**src/rtl/regfile_wb_arbiter_if.sv**
```systemverilog
// Writeback request bus: NREQ requesters offering one register write each to the arbiter.
// Requester i occupies slice i of each packed field.
interface regfile_wb_arbiter_if #(
  parameter int unsigned NREQ = 2,
  parameter int unsigned XLEN = 32,
  parameter int unsigned AW   = 5
);
  logic [NREQ-1:0]      req_valid;
  logic [NREQ*AW-1:0]   req_addr;
  logic [NREQ*XLEN-1:0] req_data;
  logic [NREQ-1:0]      req_ready;

  modport master (
    output req_valid,
    output req_addr,
    output req_data,
    input  req_ready
  );

  modport slave (
    input  req_valid,
    input  req_addr,
    input  req_data,
    output req_ready
  );
endinterface

```
**src/rtl/regfile_wb_arbiter.sv**
```systemverilog
// Round-robin owner of the register file write port, plus a per-register busy scoreboard
// that decode queries for RAW hazards.
module regfile_wb_arbiter #(
  parameter int unsigned NREQ = 2,
  parameter int unsigned XLEN = 32,
  parameter int unsigned AW   = 5
) (
  input  logic                 clk,
  input  logic                 reset,
  regfile_wb_arbiter_if.slave  wb,
  output logic                 rf_write_enable,
  output logic [AW-1:0]        rf_write_addr,
  output logic [XLEN-1:0]      rf_write_data,
  input  logic                 rsv_valid,
  input  logic [AW-1:0]        rsv_addr,
  input  logic [AW-1:0]        query_addr1,
  input  logic [AW-1:0]        query_addr2,
  output logic                 query_busy1,
  output logic                 query_busy2,
  output logic [2**AW-1:0]     busy_vec
);

  localparam int unsigned NREG = 2**AW;
  localparam int unsigned PW   = (NREQ > 1) ? $clog2(NREQ) : 1;

  logic [PW-1:0]   rr_q;
  logic            we_q;
  logic [AW-1:0]   waddr_q;
  logic [XLEN-1:0] wdata_q;
  logic [NREG-1:0] busy_q, busy_d;

  logic [NREQ-1:0] grant;
  logic            found;
  logic [PW-1:0]   win_idx;
  logic [AW-1:0]   win_addr;
  logic [XLEN-1:0] win_data;

  // Search starts just after the last winner so every requester is reached within NREQ grants.
  always_comb begin
    grant    = '0;
    found    = 1'b0;
    win_idx  = rr_q;
    win_addr = '0;
    win_data = '0;
    for (int unsigned k = 1; k <= NREQ; k++) begin
      for (int unsigned i = 0; i < NREQ; i++) begin
        if (!found && wb.req_valid[i] && (i == (32'(rr_q) + k) % NREQ)) begin
          found    = 1'b1;
          grant[i] = 1'b1;
          win_idx  = PW'(i);
          win_addr = wb.req_addr[i*AW +: AW];
          win_data = wb.req_data[i*XLEN +: XLEN];
        end
      end
    end
  end

  assign wb.req_ready = reset ? grant : '0;

  // A reservation landing on the same edge as the writeback belongs to a newer producer,
  // so set takes precedence over clear.
  always_comb begin
    busy_d = '0;
    for (int unsigned r = 1; r < NREG; r++) begin
      busy_d[r] = (rsv_valid && (rsv_addr == AW'(r))) ||
                  (busy_q[r] && !(we_q && (waddr_q == AW'(r))));
    end
  end

  always_ff @(posedge clk or negedge reset) begin
    if (!reset) begin
      rr_q    <= PW'(NREQ - 1);
      we_q    <= 1'b0;
      waddr_q <= '0;
      wdata_q <= '0;
      busy_q  <= '0;
    end else begin
      busy_q <= busy_d;
      // x0 grants complete the handshake but never reach the register file.
      we_q   <= found && (win_addr != '0);
      if (found) begin
        rr_q    <= win_idx;
        waddr_q <= win_addr;
        wdata_q <= win_data;
      end
    end
  end

  assign rf_write_enable = we_q;
  assign rf_write_addr   = waddr_q;
  assign rf_write_data   = wdata_q;
  assign busy_vec        = busy_q;

  // A write retiring this cycle is forwarded by the register file, so it no longer stalls.
  assign query_busy1 = busy_q[query_addr1] & ~(we_q & (waddr_q == query_addr1));
  assign query_busy2 = busy_q[query_addr2] & ~(we_q & (waddr_q == query_addr2));

  a_grant_onehot: assert property (@(posedge clk) disable iff (!reset) $onehot0(wb.req_ready));
  a_x0_idle:      assert property (@(posedge clk) disable iff (!reset) !busy_q[0]);
  a_we_not_x0:    assert property (@(posedge clk) disable iff (!reset)
                                   we_q |-> (waddr_q != '0));

endmodule
```
**src/flat_wrapper.sv**
```systemverilog
// flat-port wrapper written by rule: the top's interface ports become plain ports
module regfile_wb_arbiter_flat 
#(
  parameter int unsigned NREQ = 2,
  parameter int unsigned XLEN = 32,
  parameter int unsigned AW   = 5
)
  (clk, reset, rf_write_enable, rf_write_addr, rf_write_data, rsv_valid, rsv_addr, query_addr1, query_addr2, query_busy1, query_busy2, busy_vec, wb_req_valid, wb_req_addr, wb_req_data, wb_req_ready);
  regfile_wb_arbiter_if #(.NREQ(NREQ), .XLEN(XLEN), .AW(AW)) wb_i ();
  input  logic clk;
  input  logic reset;
  output logic rf_write_enable;
  output logic [AW-1:0] rf_write_addr;
  output logic [XLEN-1:0] rf_write_data;
  input  logic rsv_valid;
  input  logic [AW-1:0] rsv_addr;
  input  logic [AW-1:0] query_addr1;
  input  logic [AW-1:0] query_addr2;
  output logic query_busy1;
  output logic query_busy2;
  output logic [2**AW-1:0] busy_vec;
  input wire logic [$bits(wb_i.req_valid)-1:0] wb_req_valid;
  input wire logic [$bits(wb_i.req_addr)-1:0] wb_req_addr;
  input wire logic [$bits(wb_i.req_data)-1:0] wb_req_data;
  output wire logic [$bits(wb_i.req_ready)-1:0] wb_req_ready;
  assign wb_i.req_valid = wb_req_valid;
  assign wb_i.req_addr = wb_req_addr;
  assign wb_i.req_data = wb_req_data;
  assign wb_req_ready = wb_i.req_ready;
  regfile_wb_arbiter #(.NREQ(NREQ), .XLEN(XLEN), .AW(AW)) u_core (.clk(clk), .reset(reset), .wb(wb_i), .rf_write_enable(rf_write_enable), .rf_write_addr(rf_write_addr), .rf_write_data(rf_write_data), .rsv_valid(rsv_valid), .rsv_addr(rsv_addr), .query_addr1(query_addr1), .query_addr2(query_addr2), .query_busy1(query_busy1), .query_busy2(query_busy2), .busy_vec(busy_vec));
endmodule
```
**config.mk**
```make
export PLATFORM = sky130hd
export DESIGN_NAME = regfile_wb_arbiter_flat
export DESIGN_NICKNAME = d
export VERILOG_FILES = /design/src/rtl/regfile_wb_arbiter_if.sv /design/src/rtl/regfile_wb_arbiter.sv /design/src/flat_wrapper.sv
export SDC_FILE = /design/constraint.sdc
export NUM_CORES = 1
export LEC_CHECK = 0
export CAP_MARGIN = 40
export CORE_MARGIN = 4
export CORE_UTILIZATION = 45
export DETAILED_ROUTE_END_ITERATION = 8
export MAX_ROUTING_LAYER = met4
export PLACE_DENSITY_LB_ADDON = 0.12
export SLEW_MARGIN = 10
export SYNTH_ARGS = -nofsm -noshare
export SYNTH_HDL_FRONTEND = slang
export SYNTH_SLANG_ARGS = --single-unit
```
**constraint.sdc**
```tcl
create_clock -name clk -period 5 [get_ports clk]
set_input_delay 1 -clock clk [delete_from_list [all_inputs] [get_ports clk]]
set_output_delay 1 -clock clk [all_outputs]
set_load 0.1 [all_outputs]
```
**Yosys cells after proc, flatten, opt, wreduce, memory -nomap -nowiden**

Index checks and enable logic that the tools add are counted.

- Bits in writable memories: 0
- Memories kept: 0
- Output and inout bits: 74
- Bits in registers: 70
- Input bits: 94
- ROM bits: 0
- Logic and storage cells: 274
- Latch bits: 0

- Muxes and demuxes: 24
- Multiply operators: 0
- Eq/ne operators: 64
- Reduce and logical (&&, ||, !) cells: 171
- Add/subtract/negate cells: 2
- Bitwise gates (word level): 6
- Order comparisons: 2
- Div/mod/pow operators: 0
- Shifts and indexed selects: 0

Operator list:

| cell | number |
|---|---|
| 5-bit == test, second input constant | 32 |
| 32-bit 2-to-1 mux | 4 |
| 1-bit logical AND | 101 |
| 5-bit by 4-bit == test with 1-bit output, second input constant | 16 |
| 32-bit zero test | 2 |
| 5-bit by 3-bit == test with 1-bit output, second input constant | 8 |
| 1-bit zero test | 34 |
| 1-bit logical OR | 31 |
| 5-bit by 2-bit == test with 1-bit output, second input constant | 4 |
| 5-bit 2-to-1 mux | 4 |
| 1-bit 2-to-1 mux | 13 |
| 5-bit by 6-bit less-than comparator with 1-bit output, second input constant | 2 |
| 1-bit binary-select mux with 5-bit select | 2 |
| 5-bit by 1-bit == test with 1-bit output, second input constant | 2 |
| 5-bit == test | 2 |
| 5-bit nonzero test | 1 |
| 1-bit bitwise AND | 4 |
| 4-bit nonzero test | 1 |
| 1-bit adder, second input constant | 2 |
| 2-bit 2-to-1 mux | 1 |
| 1-bit inverter | 2 |
| 2-bit AND reduction | 1 |

**Depth between registers and ports, before layout**

- Word-level depth: 18
- Mapped depth: 6
- Gate-level depth less buffers: 4

**Worst setup path after synthesis**

Ideal clock, no wire load.

- Kind: input to output
- Start point: in query_addr2[0]
- End point: out query_busy2
- Required time: 4,000 ps
- Data arrival time: 4,122 ps
- Stages on the path: 5
- Setup slack: -122 ps
- Buffers on the path: 1
- Cells stage by stage: buf_4 > mux4_2 > mux2_2 > nand2_1 > a311oi_1

- Cells in the longest elaborated chain, start to end: 4
- Elaborated cells between the ends (all ways): 6
- Classes of those cells: eq/ne (1); mux (2); bitwise (3)

Ends and longest elaborated chain:

| item | RTL line | text |
|---|---|---|
| start: declaration | flat_wrapper.sv:18 | `input logic [AW-1:0] query_addr2;` |
| branches (longest 3 deep; another with 1-bit binary-select mux with 5-bit select) | -- |  |
| 1-bit bitwise AND * | regfile_wb_arbiter.sv:96 | `assign query_busy2 = busy_q[query_addr2] & ~(we_q & (waddr_q == query_addr2));` |
| end: declaration | flat_wrapper.sv:20 | `output logic query_busy2;` |

Mark *: on every way between the ends. The select of a mux whose other input is x is not followed.

**Worst setup path in the final report**

Same ends and word-level chain as after synthesis.

==> impl_metrics.env <==
export IMPL_avgSynthCellArea_um2=9.55
export IMPL_post_cts_buffers=0
export IMPL_post_cts_resized=0
export IMPL_multi_input_area_mm2=0.00180
export IMPL_worstSetupPathDepth=6
export IMPL_vias_per_cell=5.83
export IMPL_antenna_found_initial=0
export IMPL_setup_tns_ps=0
export IMPL_syn_nets=480
export IMPL_place_ws_ps=747
export IMPL_synth_cells=386
export IMPL_synth_area_mm2=0.00368
export IMPL_wl_mm=15.0
export IMPL_holdBufCountCts=0
export IMPL_clkLatencyLatePin_ps=350
export IMPL_num_vias=4189
export IMPL_maxCapViolCount=0
export IMPL_grt_pass1_vias=4633
export IMPL_whs_ps=476
export IMPL_die_w_um=98.5
export IMPL_synth_top_cell_area_share=0.469
export IMPL_io_buffers=166
export IMPL_worst_path_max_fanout=12
export IMPL_wl_met1_mm=5.34
export IMPL_slowest_stage="clkdlybuf4s50_1"
export IMPL_startpoint="query_addr2[0]"
export IMPL_die_area_mm2=0.00970
export IMPL_ant_nets=0
export IMPL_fillerInstances=369
export IMPL_hold_viol=0
export IMPL_critical_path_max_stage_delay_ps=820
export IMPL_synth_flop_cell="dfrtp_1"
export IMPL_synth_seq_cells=70
export IMPL_synth_warnings=0
export IMPL_maxSlewViolCount=0
export IMPL_placed_area_mm2=0.00662
export IMPL_layout_nets=705
export IMPL_instances_no_fill=718
export IMPL_arrival_ps=3270
export IMPL_wl_per_cell_um=20.9
export IMPL_initial_core_util=0.470
export IMPL_synthArstFlopShare=1.00
export IMPL_r2r_end="u_core.rf_write_data[25]"
export IMPL_grt_max_degree=47
export IMPL_p_leak_uw=0.00280
export IMPL_pin_count=168
export IMPL_worstReg2RegStart="u_core.rr_q"
export IMPL_root_buffer="clkbuf_8"
export IMPL_post_synth_main_area_contributors="dfrtp_1 (47%), o21ai_0 (8.6%), nor2_1 (7.7%), o22ai_1 (6.3%), mux4_1 (5.0%)"
export IMPL_seq_area_mm2=0.00175
export IMPL_wl_met2_mm=7.93
export IMPL_place_gp_congestion=0.886
export IMPL_dp_cells=702
export IMPL_clock_sinks=70
export IMPL_yosysUniqueCellTypes=43
export IMPL_worstSetupPathType="input pin to output pin"
export IMPL_setup_slack_ps=728
export IMPL_synth_most_common_cell="nor2_1"
export IMPL_finalSetupViolations=0
export IMPL_cp_top_family="buffers and inverters"
export IMPL_areaGrowthSynthToFinish_pct=85.5
export IMPL_hpwl_mm=11.3
export IMPL_fin_crit_sh=0.854
export IMPL_fin_area_mm2=0.00683
export IMPL_hold_path_class="input pin to async pin"
export IMPL_synth_top_area_cell="dfrtp_1"
export IMPL_critPathCapture="query_busy2"
export IMPL_die_h_um=98.5
export IMPL_top_layer_used="met4"
export IMPL_ys_seq_area_frac=0.476
export IMPL_drtPass1Iterations=5
export IMPL_clk_pin_slew_ps=80
export IMPL_critPathLaunchType="input pin"
export IMPL_cts_tree="done"
export IMPL_reg2reg_depth=5
export IMPL_synthTopCellsByCount="nor2_1 (76), dfrtp_1 (69), o21ai_0 (63), o22ai_1 (37), clkbuf_1 (15)"
export IMPL_clock_path_buffers=2
export IMPL_cp_end_kind="output pin"
export IMPL_rsz0062_at_grt="no"
export IMPL_grt_pass1_wl_mm=23.9
export IMPL_rows=32
export IMPL_drive_gt1_frac=0.172
export IMPL_cp_required_ps=4000
export IMPL_crit_chain="clkdlybuf4s50_1 > mux4_2 > nor3b_1 > nor4_1 > a311oi_2 > buf_4"
export IMPL_synth_edff_count=0
export IMPL_worstMarginPinSlew_ps=676
export IMPL_htree_num_levels=3
export IMPL_core_area_mm2=0.00785
export IMPL_drt_iter0_drc=248
export IMPL_slew_headroom=0.548
export IMPL_crit_buf_inv=2
export IMPL_worst_ir_drop_vdd_uv=335
export IMPL_rrSetupSlack_ps=3190
export IMPL_gr_total_overflow=0
export IMPL_num_antenna_cells=0
export IMPL_drc_errors=0
export IMPL_fin_crit_ps=4270
export IMPL_skew_ps=7.91
export IMPL_outcome="complete, no violations"
export IMPL_grt_usage=0.324
export IMPL_power_per_cell_area_mw_per_mm2=589
export IMPL_fmax_mhz=234
export IMPL_numCtsBuffers=9
export IMPL_wl_met3_mm=1.27
## registers in the layout (all words and copies together) (netlist names)
name,cells
u_core.busy_vec,31
u_core.rf_write_data,32
u_core.rf_write_enable,1
u_core.rr_q,1
u_core.rf_write_addr,5
## per-stage QoR
| stage | total power, µW | util |
|---|---|---|
| after CTS | 4030 | 0.871 |
| after global routing | 4150 | 0.871 |
| after global placement | 2900 | 0.684 |
| final | 4030 | 0.871 |
| after floorplan | 2350 | - |
| after detailed placement | 3520 | 0.843 |
## cell type report
type / count / share of cell area
timing repair buffer: 240 / 0.428
multi-input combinational: 285 / 0.263
sequential: 70 / 0.256
clock buffer: 12 / 0.0212
tap: 102 / 0.0187
clock inverter: 4 / 0.0103
inverter: 5 / 0.00275
## power by group
group          total (µW)  switching, µW  internal (µW)
clock                 506            212            294
combinational        2600           1630            966
sequential            925            203            722
## cells in the final DEF, fill, tap and decap left out, types with 2 or more instances in the layout
cell type | Yosys | layout
o32ai_1 | 2 | 2
nor2_1 | 76 | 76
buf_4 | 2 | 7
bufinv_16 | 0 | 2
or2_2 | 3 | 3
clkbuf_8 | 0 | 10
nor2b_1 | 6 | 6
mux4_1 | 7 | 7
nand3_1 | 8 | 8
o22ai_1 | 37 | 37
mux4_2 | 4 | 4
xor2_1 | 8 | 8
clkbuf_1 | 15 | 2
inv_1 | 5 | 5
nor3_1 | 3 | 3
mux2_2 | 4 | 4
nand2_1 | 12 | 12
nand2b_1 | 9 | 9
and3_1 | 3 | 3
buf_8 | 0 | 56
clkdlybuf4s50_1 | 0 | 161
dfrtp_1 | 69 | 69
o21ai_0 | 63 | 63
nor4_1 | 3 | 3
nand4b_1 | 2 | 2
nand4_1 | 2 | 2
or4_1 | 2 | 2
buf_16 | 0 | 15
xnor2_1 | 2 | 2
a31oi_1 | 2 | 2
clkinv_2 | 0 | 2
mux2i_1 | 8 | 8
nand3b_1 | 6 | 6
## worst register-to-register path, stage by stage, from the launching register on
cell	delay [ps]
dfstp_2	550
nand2_1	80
nand2_1	530
buf_8	260
o22ai_1	130
nor2_1	180
## logic make-up after synthesis
family	count (synthesis)	share of synthesized area
compound gates	111	0.173
xor+xnor	10	0.0238
buf+inv	31	0.0384
flops	70	0.476
mux	23	0.108
other cells	1	0.00102
simple gates	140	0.180
## worst min path at each step
stage | start | to | cells past startpoint
finish | reset | u_core.rf_write_addr[1] | 1
global route | reset | u_core.rf_write_addr[1] | 1
CTS | reset | u_core.rf_write_addr[1] | 1
detailed placement | u_core.rf_write_data[22] | u_core.rf_write_data[22] | 2
global placement | u_core.rf_write_data[7] | u_core.rf_write_data[7] | 2
floorplan | u_core.rr_q | u_core.rr_q | 2
## routing by layer
metal,vias up,GRT usage
li1,1855,-
met1,2024,0.375
met2,269,0.558
met3,41,0.0566
met4,0,0.134
met5,-,-
Note: power is estimated with default switching activity, not from simulation.
